==> src/rtl/cyclic_prefix_inserter_pkg.sv <==
// Shared OFDM symbol geometry, CP FSM states and the packed-symbol builder.
// The RX CP-removal side and scoreboards reuse cp_pack so both ends agree bit-for-bit.
package ofdm_pkg;

  localparam int N       = 8;
  localparam int W       = 16;
  localparam int CP_LEN  = 3;
  localparam int FRAME_W = 2 * N * W;
  localparam int NWORDS  = 2 * N + CP_LEN;
  localparam int SYM_W   = NWORDS * W;
  localparam int K_W     = $clog2(NWORDS);

  typedef enum logic [1:0] {
    IDLE,
    SEND_CP,
    SEND_BODY
  } cp_state_t;

  // Prefix is the lowest CP_LEN words of the frame, placed above the frame.
  function automatic logic [SYM_W-1:0] cp_pack(input logic [FRAME_W-1:0] frame);
    return {frame[CP_LEN*W-1:0], frame};
  endfunction

endpackage

==> src/rtl/cyclic_prefix_inserter_if.sv <==
// Symbol-in / packed-symbol-out / serial-word-out bundle of the CP inserter.
// slave is the inserter's view, master is the IFFT source plus downstream sink.
interface cyclic_prefix_inserter_if;
  import ofdm_pkg::*;

  logic [N*W-1:0]   I_IFFT;
  logic [N*W-1:0]   Q_IFFT;
  logic             in_valid;
  logic             in_ready;
  logic [SYM_W-1:0] symbol_out;
  logic             sym_valid;
  logic [W-1:0]     out_word;
  logic             out_valid;
  logic             out_ready;
  logic             out_last;

  modport slave (
    input  I_IFFT, Q_IFFT, in_valid, out_ready,
    output in_ready, symbol_out, sym_valid, out_word, out_valid, out_last
  );

  modport master (
    output I_IFFT, Q_IFFT, in_valid, out_ready,
    input  in_ready, symbol_out, sym_valid, out_word, out_valid, out_last
  );

endinterface

==> src/rtl/cyclic_prefix_inserter_serializer.sv <==
// Walks the packed symbol MSB word first; k advances only on a handshake, so the
// word and last flag hold while downstream stalls.
module cp_word_serializer
  import ofdm_pkg::*;
(
  input  logic             clk,
  input  logic             rst,
  input  logic             active_i,
  input  logic [SYM_W-1:0] symbol_i,
  input  logic             ready_i,
  output logic [W-1:0]     word_o,
  output logic             valid_o,
  output logic             last_o,
  output logic             cp_done_o,
  output logic             last_hs_o
);

  logic [K_W-1:0] k_q;
  logic [K_W-1:0] k_d;
  logic           hs;

  assign valid_o   = active_i;
  assign hs        = active_i && ready_i;
  assign last_o    = active_i && (k_q == K_W'(NWORDS - 1));
  assign cp_done_o = hs && (k_q == K_W'(CP_LEN - 1));
  assign last_hs_o = hs && last_o;

  always_ff @(posedge clk) begin
    if (rst) begin
      k_q <= '0;
    end else begin
      k_q <= k_d;
    end
  end

  always_comb begin
    k_d = k_q;
    if (hs) begin
      k_d = last_o ? '0 : k_q + 1'b1;
    end
  end

  // Word mux; idle output is forced to zero so a dropped symbol leaves no residue.
  always_comb begin
    word_o = '0;
    if (active_i) begin
      for (int j = 0; j < NWORDS; j++) begin
        if (k_q == K_W'(j)) begin
          word_o = symbol_i[SYM_W-1-j*W -: W];
        end
      end
    end
  end

endmodule

==> src/rtl/cyclic_prefix_inserter.sv <==
// Captures one IFFT symbol, prepends the cyclic prefix and emits it packed and as a word stream.
// First word one cycle after capture; a new symbol is taken in the same cycle as the previous last word.
module cyclic_prefix_inserter
  import ofdm_pkg::*;
(
  input  logic                     clk,
  input  logic                     rst,
  cyclic_prefix_inserter_if.slave  cp_if
);

  cp_state_t        state_q;
  cp_state_t        state_d;
  logic [SYM_W-1:0] sym_q;
  logic             sym_vld_q;
  logic             active;
  logic             in_ready;
  logic             capture;
  logic             cp_done;
  logic             last_hs;
  logic [W-1:0]     word;
  logic             word_vld;
  logic             word_last;

  assign capture = cp_if.in_valid && in_ready;

  always_ff @(posedge clk) begin
    if (rst) begin
      state_q <= IDLE;
    end else begin
      state_q <= state_d;
    end
  end

  always_comb begin
    state_d = state_q;
    unique case (state_q)
      IDLE:      if (capture) state_d = SEND_CP;
      SEND_CP:   if (cp_done) state_d = SEND_BODY;
      SEND_BODY: if (last_hs) state_d = capture ? SEND_CP : IDLE;
      default:   state_d = IDLE;
    endcase
  end

  // in_ready reaches back through last_hs to out_ready so symbols chain without a bubble.
  always_comb begin
    active   = (state_q != IDLE);
    in_ready = (state_q == IDLE) || last_hs;
  end

  always_ff @(posedge clk) begin
    if (rst) begin
      sym_q     <= '0;
      sym_vld_q <= 1'b0;
    end else begin
      sym_vld_q <= capture;
      if (capture) begin
        sym_q <= cp_pack({cp_if.I_IFFT, cp_if.Q_IFFT});
      end
    end
  end

  cp_word_serializer u_ser (
    .clk       (clk),
    .rst       (rst),
    .active_i  (active),
    .symbol_i  (sym_q),
    .ready_i   (cp_if.out_ready),
    .word_o    (word),
    .valid_o   (word_vld),
    .last_o    (word_last),
    .cp_done_o (cp_done),
    .last_hs_o (last_hs)
  );

  assign cp_if.in_ready   = in_ready;
  assign cp_if.symbol_out = sym_q;
  assign cp_if.sym_valid  = sym_vld_q;
  assign cp_if.out_word   = word;
  assign cp_if.out_valid  = word_vld;
  assign cp_if.out_last   = word_last;

endmodule
==> src/flat_wrapper.sv <==
// flat-port wrapper written by rule: the top's interface ports become plain ports
module cyclic_prefix_inserter_flat import ofdm_pkg::*;
  (clk, rst, cp_if_I_IFFT, cp_if_Q_IFFT, cp_if_in_valid, cp_if_out_ready, cp_if_in_ready, cp_if_symbol_out, cp_if_sym_valid, cp_if_out_word, cp_if_out_valid, cp_if_out_last);
  cyclic_prefix_inserter_if cp_if_i ();
  input  logic clk;
  input  logic rst;
  input wire logic [$bits(cp_if_i.I_IFFT)-1:0] cp_if_I_IFFT;
  input wire logic [$bits(cp_if_i.Q_IFFT)-1:0] cp_if_Q_IFFT;
  input wire logic [$bits(cp_if_i.in_valid)-1:0] cp_if_in_valid;
  input wire logic [$bits(cp_if_i.out_ready)-1:0] cp_if_out_ready;
  output wire logic [$bits(cp_if_i.in_ready)-1:0] cp_if_in_ready;
  output wire logic [$bits(cp_if_i.symbol_out)-1:0] cp_if_symbol_out;
  output wire logic [$bits(cp_if_i.sym_valid)-1:0] cp_if_sym_valid;
  output wire logic [$bits(cp_if_i.out_word)-1:0] cp_if_out_word;
  output wire logic [$bits(cp_if_i.out_valid)-1:0] cp_if_out_valid;
  output wire logic [$bits(cp_if_i.out_last)-1:0] cp_if_out_last;
  assign cp_if_i.I_IFFT = cp_if_I_IFFT;
  assign cp_if_i.Q_IFFT = cp_if_Q_IFFT;
  assign cp_if_i.in_valid = cp_if_in_valid;
  assign cp_if_i.out_ready = cp_if_out_ready;
  assign cp_if_in_ready = cp_if_i.in_ready;
  assign cp_if_symbol_out = cp_if_i.symbol_out;
  assign cp_if_sym_valid = cp_if_i.sym_valid;
  assign cp_if_out_word = cp_if_i.out_word;
  assign cp_if_out_valid = cp_if_i.out_valid;
  assign cp_if_out_last = cp_if_i.out_last;
  cyclic_prefix_inserter u_core (.clk(clk), .rst(rst), .cp_if(cp_if_i));
endmodule
==> config.mk <==
export PLATFORM = sky130hd
export DESIGN_NAME = cyclic_prefix_inserter_flat
export DESIGN_NICKNAME = d
export VERILOG_FILES = /design/src/rtl/cyclic_prefix_inserter_pkg.sv /design/src/rtl/cyclic_prefix_inserter_if.sv /design/src/rtl/cyclic_prefix_inserter_serializer.sv /design/src/rtl/cyclic_prefix_inserter.sv /design/src/flat_wrapper.sv
export SDC_FILE = /design/constraint.sdc
export NUM_CORES = 1
export LEC_CHECK = 0
export BUFFER_PORTS_ARGS = -buffer_cell sky130_fd_sc_hd__buf_2
export CAP_MARGIN = 20
export CELL_PAD_IN_SITES_DETAIL_PLACEMENT = 1
export CELL_PAD_IN_SITES_GLOBAL_PLACEMENT = 1
export CORE_AREA = 2 2 226 228
export DETAILED_ROUTE_END_ITERATION = 6
export DIE_AREA = 0 0 228 230
export GPL_TIMING_DRIVEN = 0
export HOLD_SLACK_MARGIN = 0.03
export PLACE_DENSITY = 0.73
export RECOVER_POWER = 100
export SYNTH_ARGS = -nofsm -noshare
export SYNTH_HDL_FRONTEND = slang
export SYNTH_SLANG_ARGS = --single-unit
==> constraint.sdc <==
create_clock -name clk -period 3.85 [get_ports clk]
set_input_delay 0 -clock clk [delete_from_list [all_inputs] [get_ports clk]]
set_output_delay 0 -clock clk [all_outputs]
set_load 0.02 [all_outputs]
# ---- Word level (Yosys, flattened, before mapping)
# Index checks and enable logic that the tools add are counted.
# Widths: inputs -> output; s select.
dict set report word_totals {
  reg_bits 312
  elab_cells 64
  out_inout_bits 324
}
dict set report op_classes {
  n_reduce_logical 10
  eq_ne 23
  add_sub_neg 1
  n_mux 26
}
# operator n
set op_table {}
lappend op_table {{$mux 16} 20}
lappend op_table {{$eq 5x4->1 const B} 8}
lappend op_table {{$eq 5x3->1 const B} 4}
lappend op_table {{$eq 5x5->1 const B} 3}
lappend op_table {{$eq 5x2->1 const B} 2}
lappend op_table {{$mux 2} 3}
lappend op_table {{$ne 2x1->1 const B} 3}
lappend op_table {{$pmux 2 s3} 1}
lappend op_table {{$add 5x1->5 const B} 1}
lappend op_table {{$eq 5x1->1 const B} 1}
lappend op_table {{$logic_and 1x1->1} 5}
lappend op_table {{$logic_not 5->1} 1}
lappend op_table {{$mux 5} 1}
lappend op_table {{$reduce_and 3->1} 1}
lappend op_table {{$eq 2x1->1 const B} 1}
lappend op_table {{$eq 2x2->1 const B} 1}
lappend op_table {{$logic_not 2->1} 1}
lappend op_table {{$reduce_bool 2->1} 1}
lappend op_table {{$logic_or 1x1->1} 1}
lappend op_table {{$mux 1} 1}

# ---- Depth between registers and ports, before layout
# Gate-level depths: netlist of the first run.
dict set report logic_depth {
  word_depth 21
  ltp_mapped 12
  ltp_nobuf 8
}

# ---- Hierarchy
# A second synthesis of the first run with hierarchy kept.
dict set report hier_totals {
  hier_cells 1867
  area_unflattened_um2 16300.6
}
# module cells_each n_inst area_per_inst_um2 seq_area_each_um2
set modules_own_cells {}
lappend modules_own_cells {cyclic_prefix_inserter 1232 1 12249.2 5185.0}
lappend modules_own_cells {cp_word_serializer 635 1 4051.4 100.1}

# ---- Worst setup path before layout of the first run
# Ideal clock, no wire load.
dict set report synth_timing {
  path_type {register to output}
  start {register u_core.u_ser.k_q[0]}
  end {output port cp_if_out_word[10]}
  path_stages_with_launch 13
  slack_ns 0.908
  t_arrival_ns 2.942
  path_cell_list {dfxtp_1 ha_1 buf_2 clkbuf_1 clkbuf_1 and3_1 ha_1 clkbuf_1 clkbuf_1 nand2_1 o2111ai_1 o2111ai_1 a31oi_1}
}
dict set report synth_via {
  elab_chain_len 21
}
# item line
set synth_lines {}
lappend synth_lines {{start, declared} cyclic_prefix_inserter_serializer.sv:18} ;# logic [K_W-1:0] k_q;
lappend synth_lines {{start signal, assigned} cyclic_prefix_inserter_serializer.sv:32} ;# k_q <= k_d;
lappend synth_lines {{$logic_not 5->1} cyclic_prefix_inserter_serializer.sv:48} ;# if (k_q == K_W'(j)) begin
lappend synth_lines {{$mux 16 (18 in series)} cyclic_prefix_inserter_serializer.sv:48}
lappend synth_lines {{$mux 16 *} cyclic_prefix_inserter_serializer.sv:48}
lappend synth_lines {{$mux 16 *} cyclic_prefix_inserter_serializer.sv:46} ;# if (active_i) begin
lappend synth_lines {{end, declared} flat_wrapper.sv:14} ;# output wire logic [$bits(cp_if_i.out_word)-1:0] cp_if_out_word;
# Mark *: on every way between the ends. The rest lies on a longest branch, timed or not.

# ---- Final worst setup path of the first run
dict set report layout_timing {
  start {register u_core.u_ser.k_q[1]}
  end {output port cp_if_out_word[0]}
}
# The elaborated chain is that of the path after synthesis.

==> results of run 1 <==
## area by class of cell
class                      count  area (um2)  share of cell area [%]
multi-input combinational   1333        6723                   32.89
sequential                   264        5286                   25.87
timing repair buffer         846        5219                   25.54
buffer                       196        1282                   6.275
clock buffer                  43       900.9                   4.408
tap                          672       840.8                   4.114
clock inverter                14       136.4                  0.6673
inverter                      11       41.29                  0.2020
antenna                        3       7.507                 0.03673
## flip-flops by register name, indices dropped and copies added, names as in the netlist
register                 flops
u_core.cp_if.sym_valid       1
u_core.cp_if.symbol_out    256
u_core.u_ser.k_q             5
u_core.state_q               2
## where the power goes
group | internal [mW] | leakage [nW] | switching (mW)
sequential | 2.89 | 2.17 | 0.274
combinational | 0.609 | 5.59 | 0.923
clock | 1.76 | 0.513 | 1.28
total | 5.26 | 8.27 | 2.48
## worst max-delay path: cells and delay by family (launching register included)
| family | cells | cell delay (ns) |
|---|---|---|
| DFF | 1 | 0.42 |
| buffers and inverters | 4 | 1.30 |
| AOI/OAI and AO/OA | 4 | 1.29 |
| adders and majority gates | 1 | 0.20 |
## metal layers
metal / wire (um) / up-vias / part of all wire, %
li1: - / 7951 / -
met1: 35150 / 8998 / 39
met2: 43930 / 984 / 49
met3: 6413 / 284 / 7.1
met4: 4991 / 0 / 5.5
met5: 0 / - / 0
## cells by family after synthesis
logic type | synth area share, %
DFF | 39.97
buffers and inverters | 9.785
and+or+nand+nor | 24.36
xor gates and xnor gates | 0.06626
adders and majority gates | 0.4732
AOI/OAI and AO/OA | 25.34
## cell usage after synthesis, types with 4 or more instances
cell type	count	area, um2
nor3b_1	8	60.06
a211oi_1	13	97.59
nor2b_1	10	62.56
nand4_1	4	25.02
nand2b_1	12	75.07
a31oi_1	13	81.33
a32o_1	4	40.04
a221oi_1	10	87.58
a21o_1	4	30.03
o2111ai_1	14	122.6
buf_6	26	292.8
buf_1	4	15.01
nor3_1	12	60.06
o22ai_1	25	156.4
a22oi_1	12	90.09
and3_1	11	68.82
a21oi_1	330	1652
clkbuf_1	71	266.5
a2111oi_0	8	70.07
inv_1	9	33.78
buf_4	79	593.1
o21ai_0	55	275.3
nand3b_1	16	120.1
o211ai_1	21	157.7
ha_1	5	62.56
buf_2	17	85.08
nand2_1	593	2226
dfxtp_1	264	5285
nand3_1	9	45.04
o21a_1	4	30.03
o221ai_1	15	131.4
nor2_1	62	232.7
## worst paths after layout
| path | startpoint | endpoint | cells after the start |
|---|---|---|---|
| worst max-delay path | u_core.u_ser.k_q[1]$_SDFFE_PP0P_ | cp_if_out_word[0] | 9 |
| worst min-delay path | rst | u_core.u_ser.k_q[2]$_SDFFE_PP0P_ | 2 |
| worst max register to register | u_core.state_q[1]$_SDFFE_PP0P_ | u_core.cp_if.symbol_out[200]$_SDFFE_PP0P_ | 8 |
| worst min register to register | u_core.cp_if.symbol_out[94]$_SDFFE_PP0P_ | u_core.cp_if.symbol_out[94]$_SDFFE_PP0P_ | 2 |
## metrics by stage
stage               hold slack, ns   TNS [ns]  cell area, um2  power [mW]  setup slack, ns
floorplan                   0.1360          0           13220       3.800           0.9080
global placement            0.2429     -1.431           16980       4.486          -0.3267
detailed placement          0.2491     -1.515           16980       4.517          -0.3944
CTS                        0.09079          0           20720       7.760          0.01376
global route                0.1020  -0.007576           20440       7.992        -0.005907
finish                      0.1411          0           20440       7.740          0.01704
## repair_timing
| action | in CTS | in global routing |
|---|---|---|
| hold buffers | 262 | 0 |
| endpoints found under the hold margin | 263 | 0 |
| gates resized for setup | 36 | 16 |
| buffers inserted | 0 | 1 |
| pin swaps | 1 | 1 |
| endpoints found under the setup margin | 16 | 14 |
==> out/qor.txt, run 1 <==
commonest non-fill, non-tap cell in the layout: nand2_1
max incr delay on CP: 0.48 ns
Post-synth EDFFs: 0
TritonCTS clock tree: done
synthesized net count: 2070
actual slew at the worst max-slew pin: 1.052 ns
vias in the first global route: 18.96k
Die ar.: 0.05244 mm2
final hold vios: 0
total CTS buffers: 31
Vias: 18.22k
placement row count: 82
dpl cells: 3060
nets: 2948
Final Max Slew Viols: 0
GRT Total Usage: 32.88%
first-pass GRT wire length: 128400 um
status: finished clean
peak supply drop: 0.3359 mV
Crit Path Class: register to output port
Max Clk Rate: 0.2609 GHz
Syn Std Cell Area: 0.01322 mm2
post-synthesis sequential area ratio: 39.97%
max cap viols: 0
CP max stage cell: a2111oi_4
largest net degree at the start of global routing: 16
Mapped Avg Cell Area: 7.325 um2
GRT overflow: 0
ys async rst share: 0%
Slew headroom: 29.59%
Synth Instances: 1805
Hold Path Class: primary input to register
Distinct cells, synth: 74
DRT antenna net count: 0
Main synth FF type: dfxtp_1
Core ar.: 0.04986 mm2
CP Cell Sequence: ha_1 > clkbuf_1 > inv_2 > clkbuf_2 > o2111ai_1 > a221oi_1 > a2111oi_4 > o22ai_1 > buf_2
critical path data required time: 3.85 ns
initial antenna violation count: 3
Arrival @ worst endpoint: 3.83 ns
CTS clk-pin slew, worst paths: 0.06 ns
most frequent cells in the layout: nand2_1, buf_2, a21oi_1, clkbuf_1, dfxtp_1
Syn-to-layout area delta: 54.58%
H-tree depth: 1
worst reg-to-reg setup slack: 0.10 ns
Die Span Y: 230 um
# clock sinks: 264
final std cells w/o fill: 3382
detailed placer's ending HPWL: 67610 um
Final Cycle Share: 99.56%
CTS max path bufs: 3
RePlAce Congestion: 0.9542
fin crit period: 3.833 ns
num ports: 584
final core utilization: 40.99%
post-DR vias/cell: 5.386
warnings from Yosys: 0
DIE WIDTH: 228 um
met3 usage: 5.952%
synthesized flop and latch total: 264
met1 usage: 38.90%
Leak: 8.274 nW
port bufs: 582
# fillers: 6452
Startpoint Class: register
unrepaired setup endpoints after global routing: true
Setup-failing EPs final: 0
routed length per placed instance: 26.75 um
Initial Util: 26.52%
pwr/cell area: 378.7 mW/mm2
DRT Wirelength: 90480 um
DRT Pass-1 Iters: 6
Residual DRC: 0
Skew-Pair Late Insertion Delay: 0.61 ns
met2 usage: 57.36%
layout cell share with drive strength beyond 1: 20.06%
gr busiest metal: met2
clk_skew: 0.02505 ns
DRT iter0 DRCs: 1313
clock tree root buffer cell: clkbuf_16
Critical Path Sink Type: output port
worst-path maximum fanout: 10
No activity file was read; power rests on OpenSTA's default activity.
==> run 2, diff against run 1 <==
--- a/config.mk
+++ b/config.mk
@@ -14,6 +14,7 @@
 export DIE_AREA = 0 0 228 230
 export GPL_TIMING_DRIVEN = 0
 export HOLD_SLACK_MARGIN = 0.03
+export MAX_ROUTING_LAYER = met4
 export PLACE_DENSITY = 0.73
 export RECOVER_POWER = 100
 export SYNTH_ARGS = -nofsm -noshare
==> run 2 against run 1 <==
Via count down 1.2%. Sequential cell count stayed put. Worst hold slack improved by 0.041 ns. Largest power group unchanged. Clock skew rose by 0.0042 ns. Register-to-register slack improved by 0.04 ns. First-iteration DRC count decreased by 5.3%. Non-clock buffer count did not move. Worst setup slack worse by 0.014 ns. Fmax is 0.36% lower. Core utilization is 0.19 points lower. Sequential share of layout area rose by 0.11 points.
==> out/qor.txt, run 2 (synthesized netlist as in run 1, its figures left out) <==
final std cells w/o fill: 3381 (-0.030%)
peak supply drop: 0.2639 mV (-21%)
CP Launch Point: u_core.u_ser.k_q[0]$_SDFFE_PP0P_
Setup-failing EPs final: 0 (unchanged)
dpl cells: 3060 (unchanged)
Critical Path Sink Type: output port
num ports: 584 (unchanged)
unrepaired setup endpoints after global routing: false
Residual DRC: 0 (unchanged)
Vias: 18.00k (-1.2%)
# clock sinks: 264 (unchanged)
Max Clk Rate: 0.2600 GHz (-0.36%)
most frequent cells in the layout: nand2_1, buf_2, a21oi_1, clkbuf_1, dfxtp_1
Crit Path Class: register to output port
Syn-to-layout area delta: 53.87%
TritonCTS clock tree: done
Die ar.: 0.05244 mm2 (unchanged)
DRT Wirelength: 89870 um (-0.68%)
final core utilization: 40.80% (-0.19 points)
RR Endpoint: u_core.cp_if.symbol_out[127]$_SDFFE_PP0P_
Hold Path Stages: 3 (+1)
max reg flops: 256 (unchanged)
Startpoint Class: register
clock tree root buffer cell: clkbuf_16
DIE WIDTH: 228 um (unchanged)
placed cell area: 0.01698 mm2 (about the same)
hold slack: 0.1818 ns (+0.04064 ns)
DRT antenna net count: 0 (unchanged)
RePlAce Congestion: 0.9673 (+1.4%)
DRT iter0 DRCs: 1243 (-5.3%)
CTS max path bufs: 3 (unchanged)
H-tree depth: 1 (unchanged)
Arrival @ worst endpoint: 3.85 ns (+0.02 ns)
status: finished clean
Critical Path Sink: cp_if_out_word[4]
CTS clk-pin slew, worst paths: 0.07 ns (about the same)
pwr/cell area: 379.9 mW/mm2 (+0.31%)
final hold vios: 0 (unchanged)
Slew headroom: 32.83% (+3.2 points)
final setup margin: 0.003226 ns (-0.01381 ns)
GRT overflow: 0 (unchanged)
initial antenna violation count: 3 (unchanged)
Die Span Y: 230 um (unchanged)
port bufs: 582 (unchanged)
Skew-Pair Late Insertion Delay: 0.59 ns (-0.02 ns)
layout cell share with drive strength beyond 1: 19.88% (-0.18 points)
worst slack at placement: -0.4381 ns (-0.04367 ns)
worst r2r path cells: 7 (-1)
fin crit period: 3.847 ns (+0.01381 ns)
first-pass GRT wire length: 128500 um (about the same)
worst-path maximum fanout: 10 (unchanged)
detailed placer's ending HPWL: 67670 um (about the same)
nets: 2947 (-0.034%)
Total Power: 7.729 mW (-0.15%)
commonest non-fill, non-tap cell in the layout: nand2_1
Final Max Slew Viols: 0 (unchanged)
actual slew at the worst max-slew pin: 0.9999 ns (-0.05232 ns)
placement row count: 82 (unchanged)
critical path data required time: 3.85 ns (about the same)
Final Cycle Share: 99.92% (+0.36 points)
FF-to-FF Start: u_core.state_q[1]$_SDFFE_PP0P_
max cap viols: 0 (unchanged)
Final Cell Area: 0.02034 mm2 (-0.46%)
GRT Total Usage: 33.79% (+0.91 points)
routed length per placed instance: 26.58 um (-0.65%)
worst reg-to-reg setup slack: 0.14 ns (+0.04 ns)
largest net degree at the start of global routing: 15 (-1)
post-DR vias/cell: 5.324 (-1.2%)
Initial Util: 26.52% (unchanged)
DRT Pass-1 Iters: 5 (-1)
total CTS buffers: 30 (-3.2%)
Setup Total Neg Slack: 0 ns (unchanged)
Leak: 8.203 nW (-0.86%)
vias in the first global route: 19.04k (+0.41%)
clk_skew: 0.02924 ns (+0.004192 ns)
Hold Path Class: primary input to register
Core ar.: 0.04986 mm2 (unchanged)
run 2: cell types whose count changed in the layout (fill, tap and decap cells not counted), sizes merged:
| cell | before | now |
|---|---|---|
| clkinv | 9 | 8 |
| clkbuf | 418 | 451 |
| clkinvlp | 2 | 4 |
| buf | 405 | 370 |
run 2: cell type report:
type	instances	area, um2
Inverter	11	41.29
Timing Repair Buffer	847	5225
Tap cell	672	840.8
Fill cell	6444	29520
Multi-Input combinational cell	1333	6701
Antenna cell	3	7.507
Clock buffer	41	893.4
Sequential cell	264	5285
Buffer	195	1200
Clock inverter	15	148.9
run 2: metal layers:
metal	global-route usage (%)	up-vias	part of all wire (%)
met5	-	-	0
met2	57.42	955	48
met3	5.035	271	5.9
met1	39.12	8824	40
met4	16.22	0	5.3
li1	-	7949	-
run 2: worst max-delay path: stages (launching register included):
cell	delay, ns
dfxtp_1	0.44
ha_1	0.32
buf_2	0.33
buf_2	0.34
nand2_1	0.11
a211oi_2	0.37
o221ai_1	0.27
a21boi_1	0.43
o221ai_1	0.26
a21oi_1	0.18
buf_2	0.22
run 2: repair_timing:
| action | CTS | global route |
|---|---|---|
| hold buffers | 262 | 0 |
| pin swaps | 1 | 1 |
| gates resized for setup | 33 | 25 |
| endpoints found under the setup margin | 16 | 14 |
| endpoints found under the hold margin | 262 | 0 |
| setup buffers | 0 | 2 |
run 2: power by group:
part / total, mW / switching (mW) / leakage, nW / internal [mW]
sequential: 3.16 / 0.271 / 2.17 / 2.89
combinational: 1.52 / 0.923 / 5.53 / 0.594
clock: 3.05 / 1.29 / 0.509 / 1.76
run 2: worst min-delay path by stage:
stage	to	slack (ns)	startpoint
CTS	u_core.u_ser.k_q[2]$_SDFFE_PP0P_	0.13	rst
floorplan	u_core.cp_if.symbol_out[100]$_SDFFE_PP0P_	0.14	cp_if_Q_IFFT[100]
global placement	u_core.cp_if.symbol_out[195]$_SDFFE_PP0P_	0.24	cp_if_I_IFFT[67]
global route	u_core.u_ser.k_q[2]$_SDFFE_PP0P_	0.18	rst
detailed placement	u_core.cp_if.symbol_out[195]$_SDFFE_PP0P_	0.25	cp_if_I_IFFT[67]
finish	u_core.cp_if.symbol_out[248]$_SDFFE_PP0P_	0.18	rst
==> run 3, diff against run 2 <==
--- a/config.mk
+++ b/config.mk
@@ -17,6 +17,7 @@
 export MAX_ROUTING_LAYER = met4
 export PLACE_DENSITY = 0.73
 export RECOVER_POWER = 100
+export SETUP_SLACK_MARGIN = 0.02
 export SYNTH_ARGS = -nofsm -noshare
 export SYNTH_HDL_FRONTEND = slang
 export SYNTH_SLANG_ARGS = --single-unit
==> run 3 against run 2 <==
Power barely moved. Critical path depth rose by 1. Via count fell by 0.41%. Combinational power barely moved. Final cell count barely moved. Clock-buffer cell count did not move. Die area did not move. Design area barely moved. Fmax rose by 0.59%. Sequential power barely moved. Critical endpoint is now cp_if_out_word[7].
==> out/qor.txt, run 3 (synthesized netlist as in run 1, its figures left out) <==
RePlAce Congestion: 0.9673 (unchanged)
worst-path maximum fanout: 10 (unchanged)
Critical Path Sink Type: output port
CP Launch Point: u_core.u_ser.k_q[0]$_SDFFE_PP0P_
DIE WIDTH: 228 um (unchanged)
Buf/Inv on CP: 4 (+1)
vias in the first global route: 19.04k (unchanged)
DRT iter0 DRCs: 1285 (+3.4%)
# clock sinks: 264 (unchanged)
nets: 2946 (-0.034%)
CP max stage cell: a31oi_1
max cap viols: 0 (unchanged)
detailed placer's ending HPWL: 67670 um (unchanged)
Setup-failing EPs final: 0 (unchanged)
placement row count: 82 (unchanged)
Vias: 17.93k (-0.41%)
Residual DRC: 0 (unchanged)
area of the multi-input gates: 0.006700 mm2 (about the same)
Crit Path Class: register to output port
Die ar.: 0.05244 mm2 (unchanged)
pwr/cell area: 380.1 mW/mm2 (about the same)
GRT overflow: 0 (unchanged)
num ports: 584 (unchanged)
Syn-to-layout area delta: 53.80% (about the same)
commonest non-fill, non-tap cell in the layout: nand2_1
clk_skew: 0.02873 ns (-0.0005034 ns)
Hold Path Class: primary input to register
Slew headroom: 34.36% (+1.5 points)
Core ar.: 0.04986 mm2 (unchanged)
fin crit period: 3.824 ns (-0.02248 ns)
Initial Util: 26.52% (unchanged)
most frequent CP cell: clkbuf_2
final hold vios: 0 (unchanged)
layout cell share with drive strength beyond 1: 19.93% (+0.044 points)
largest net degree at the start of global routing: 15 (unchanged)
Max Clk Rate: 0.2615 GHz (+0.59%)
DRT Pass-1 Iters: 5 (unchanged)
critical path data required time: 3.85 ns (about the same)
post-DR vias/cell: 5.304 (-0.38%)
TritonCTS clock tree: done
total CTS buffers: 30 (unchanged)
Skew-Pair Late Insertion Delay: 0.59 ns (about the same)
CP top delay family: compound AO/OA/AOI/OAI gates
final setup margin: 0.02571 ns (+0.02248 ns)
Final Cycle Share: 99.33% (-0.58 points)
Startpoint Class: register
actual slew at the worst max-slew pin: 0.9771 ns (-0.02277 ns)
DRT antenna net count: 0 (unchanged)
final core utilization: 40.78% (about the same)
FF-to-FF Start: u_core.state_q[0]$_SDFFE_PP0P_
most frequent cells in the layout: nand2_1, buf_2, a21oi_1, clkbuf_1, dfxtp_1
initial antenna violation count: 3 (unchanged)
peak supply drop: 0.2631 mV (-0.30%)
GRT Total Usage: 33.79% (unchanged)
Die Span Y: 230 um (unchanged)
DRT Wirelength: 89760 um (-0.12%)
Leak: 8.190 nW (-0.16%)
unrepaired setup endpoints after global routing: false
Arrival @ worst endpoint: 3.82 ns (-0.03 ns)
H-tree depth: 1 (unchanged)
clock tree root buffer cell: clkbuf_16
routed length per placed instance: 26.56 um (about the same)
Final Max Slew Viols: 0 (unchanged)
CTS max path bufs: 3 (unchanged)
CTS clk-pin slew, worst paths: 0.06 ns (about the same)
first-pass GRT wire length: 128500 um (unchanged)
status: finished clean
area taken by flip-flops and latches: 0.005285 mm2 (unchanged)
worst hold start: rst
worst slack at placement: -0.4381 ns (unchanged)
CP Cell Sequence: inv_1 > ha_1 > clkbuf_2 > clkbuf_2 > nand3b_1 > a211oi_2 > o32ai_1 > nand3_1 > a31oi_1 > o22ai_1 > clkbuf_2
max incr delay on CP: 0.46 ns (+0.02 ns)
port bufs: 582 (unchanged)
max reg flops: 256 (unchanged)
# fillers: 6451 (+0.11%)
==> run 3: cell types whose count changed in the layout (fill, tap and decap cells not counted), sizes merged <==
cell / delta
clkbuf: +1
buf: -2
==> run 3: per-stage QoR <==
stage	std cells	total power, mW	TNS (ns)	hold slack (ns)	area (um2)
after CTS	3378	7.744	0	0.1332	20720
after global placement	3059	4.489	-2.086	0.2423	16980
after detailed placement	3060	4.517	-1.812	0.2485	16980
after global routing	3380	7.965	0	0.1770	20330
after floorplan	1805	3.800	0	0.1360	13220
final	3380	7.729	0	0.1577	20330
==> run 3: path summary, 6_finish.rpt <==
kind | end | slack (ns) | cells past startpoint
max | cp_if_out_word[7] | 0.03 | 11
min | u_core.u_ser.k_q[2]$_SDFFE_PP0P_ | 0.16 | 2
max reg2reg | u_core.cp_if.symbol_out[79]$_SDFFE_PP0P_ | 0.07 | 7
min reg2reg | u_core.cp_if.symbol_out[94]$_SDFFE_PP0P_ | 0.49 | 2
==> run 3: routing by layer <==
| metal | wire [um] | up-vias | global-route usage, % |
|---|---|---|---|
| met5 | 0 | - | - |
| li1 | - | 7943 | - |
| met1 | 35660 | 8775 | 39.12 |
| met2 | 43440 | 931 | 57.42 |
| met3 | 5811 | 277 | 5.035 |
| met4 | 4854 | 0 | 16.22 |
==> run 3: power by group <==
part	internal, mW	switching (mW)	total [mW]
clock	1.76	1.29	3.06
combinational	0.594	0.921	1.52
sequential	2.89	0.270	3.16
==> run 3: what timing repair did <==
action | in CTS | in global routing
setup buffers | 0 | 2
endpoints found under the setup margin | 16 | 15
hold buffers | 262 | 0
pin swaps | 1 | 1
gates resized for setup | 34 | 21
cloned | 0 | 0
endpoints found under the hold margin | 262 | 0
==> run 3: area by class of cell <==
type / count / share of cell area [%]
multi-input cells: 1333 / 32.95
flip-flops and latches: 264 / 25.99
repair buffers: 847 / 25.70
plain buffers: 194 / 5.864
clock buffers: 41 / 4.393
well taps: 672 / 4.135
clock inverters: 15 / 0.7322
inverters: 11 / 0.2031
diodes: 3 / 0.03692
==> run 3: worst reg2reg max path, stage by stage (launching register included) <==
cell and delay (ns):
dfxtp_1 0.35, nor2_1 0.74, clkinv_1 0.68, a21boi_1 0.80, clkbuf_2 0.48, clkbuf_2 0.31, nand2_1 0.08, a21oi_1 0.24
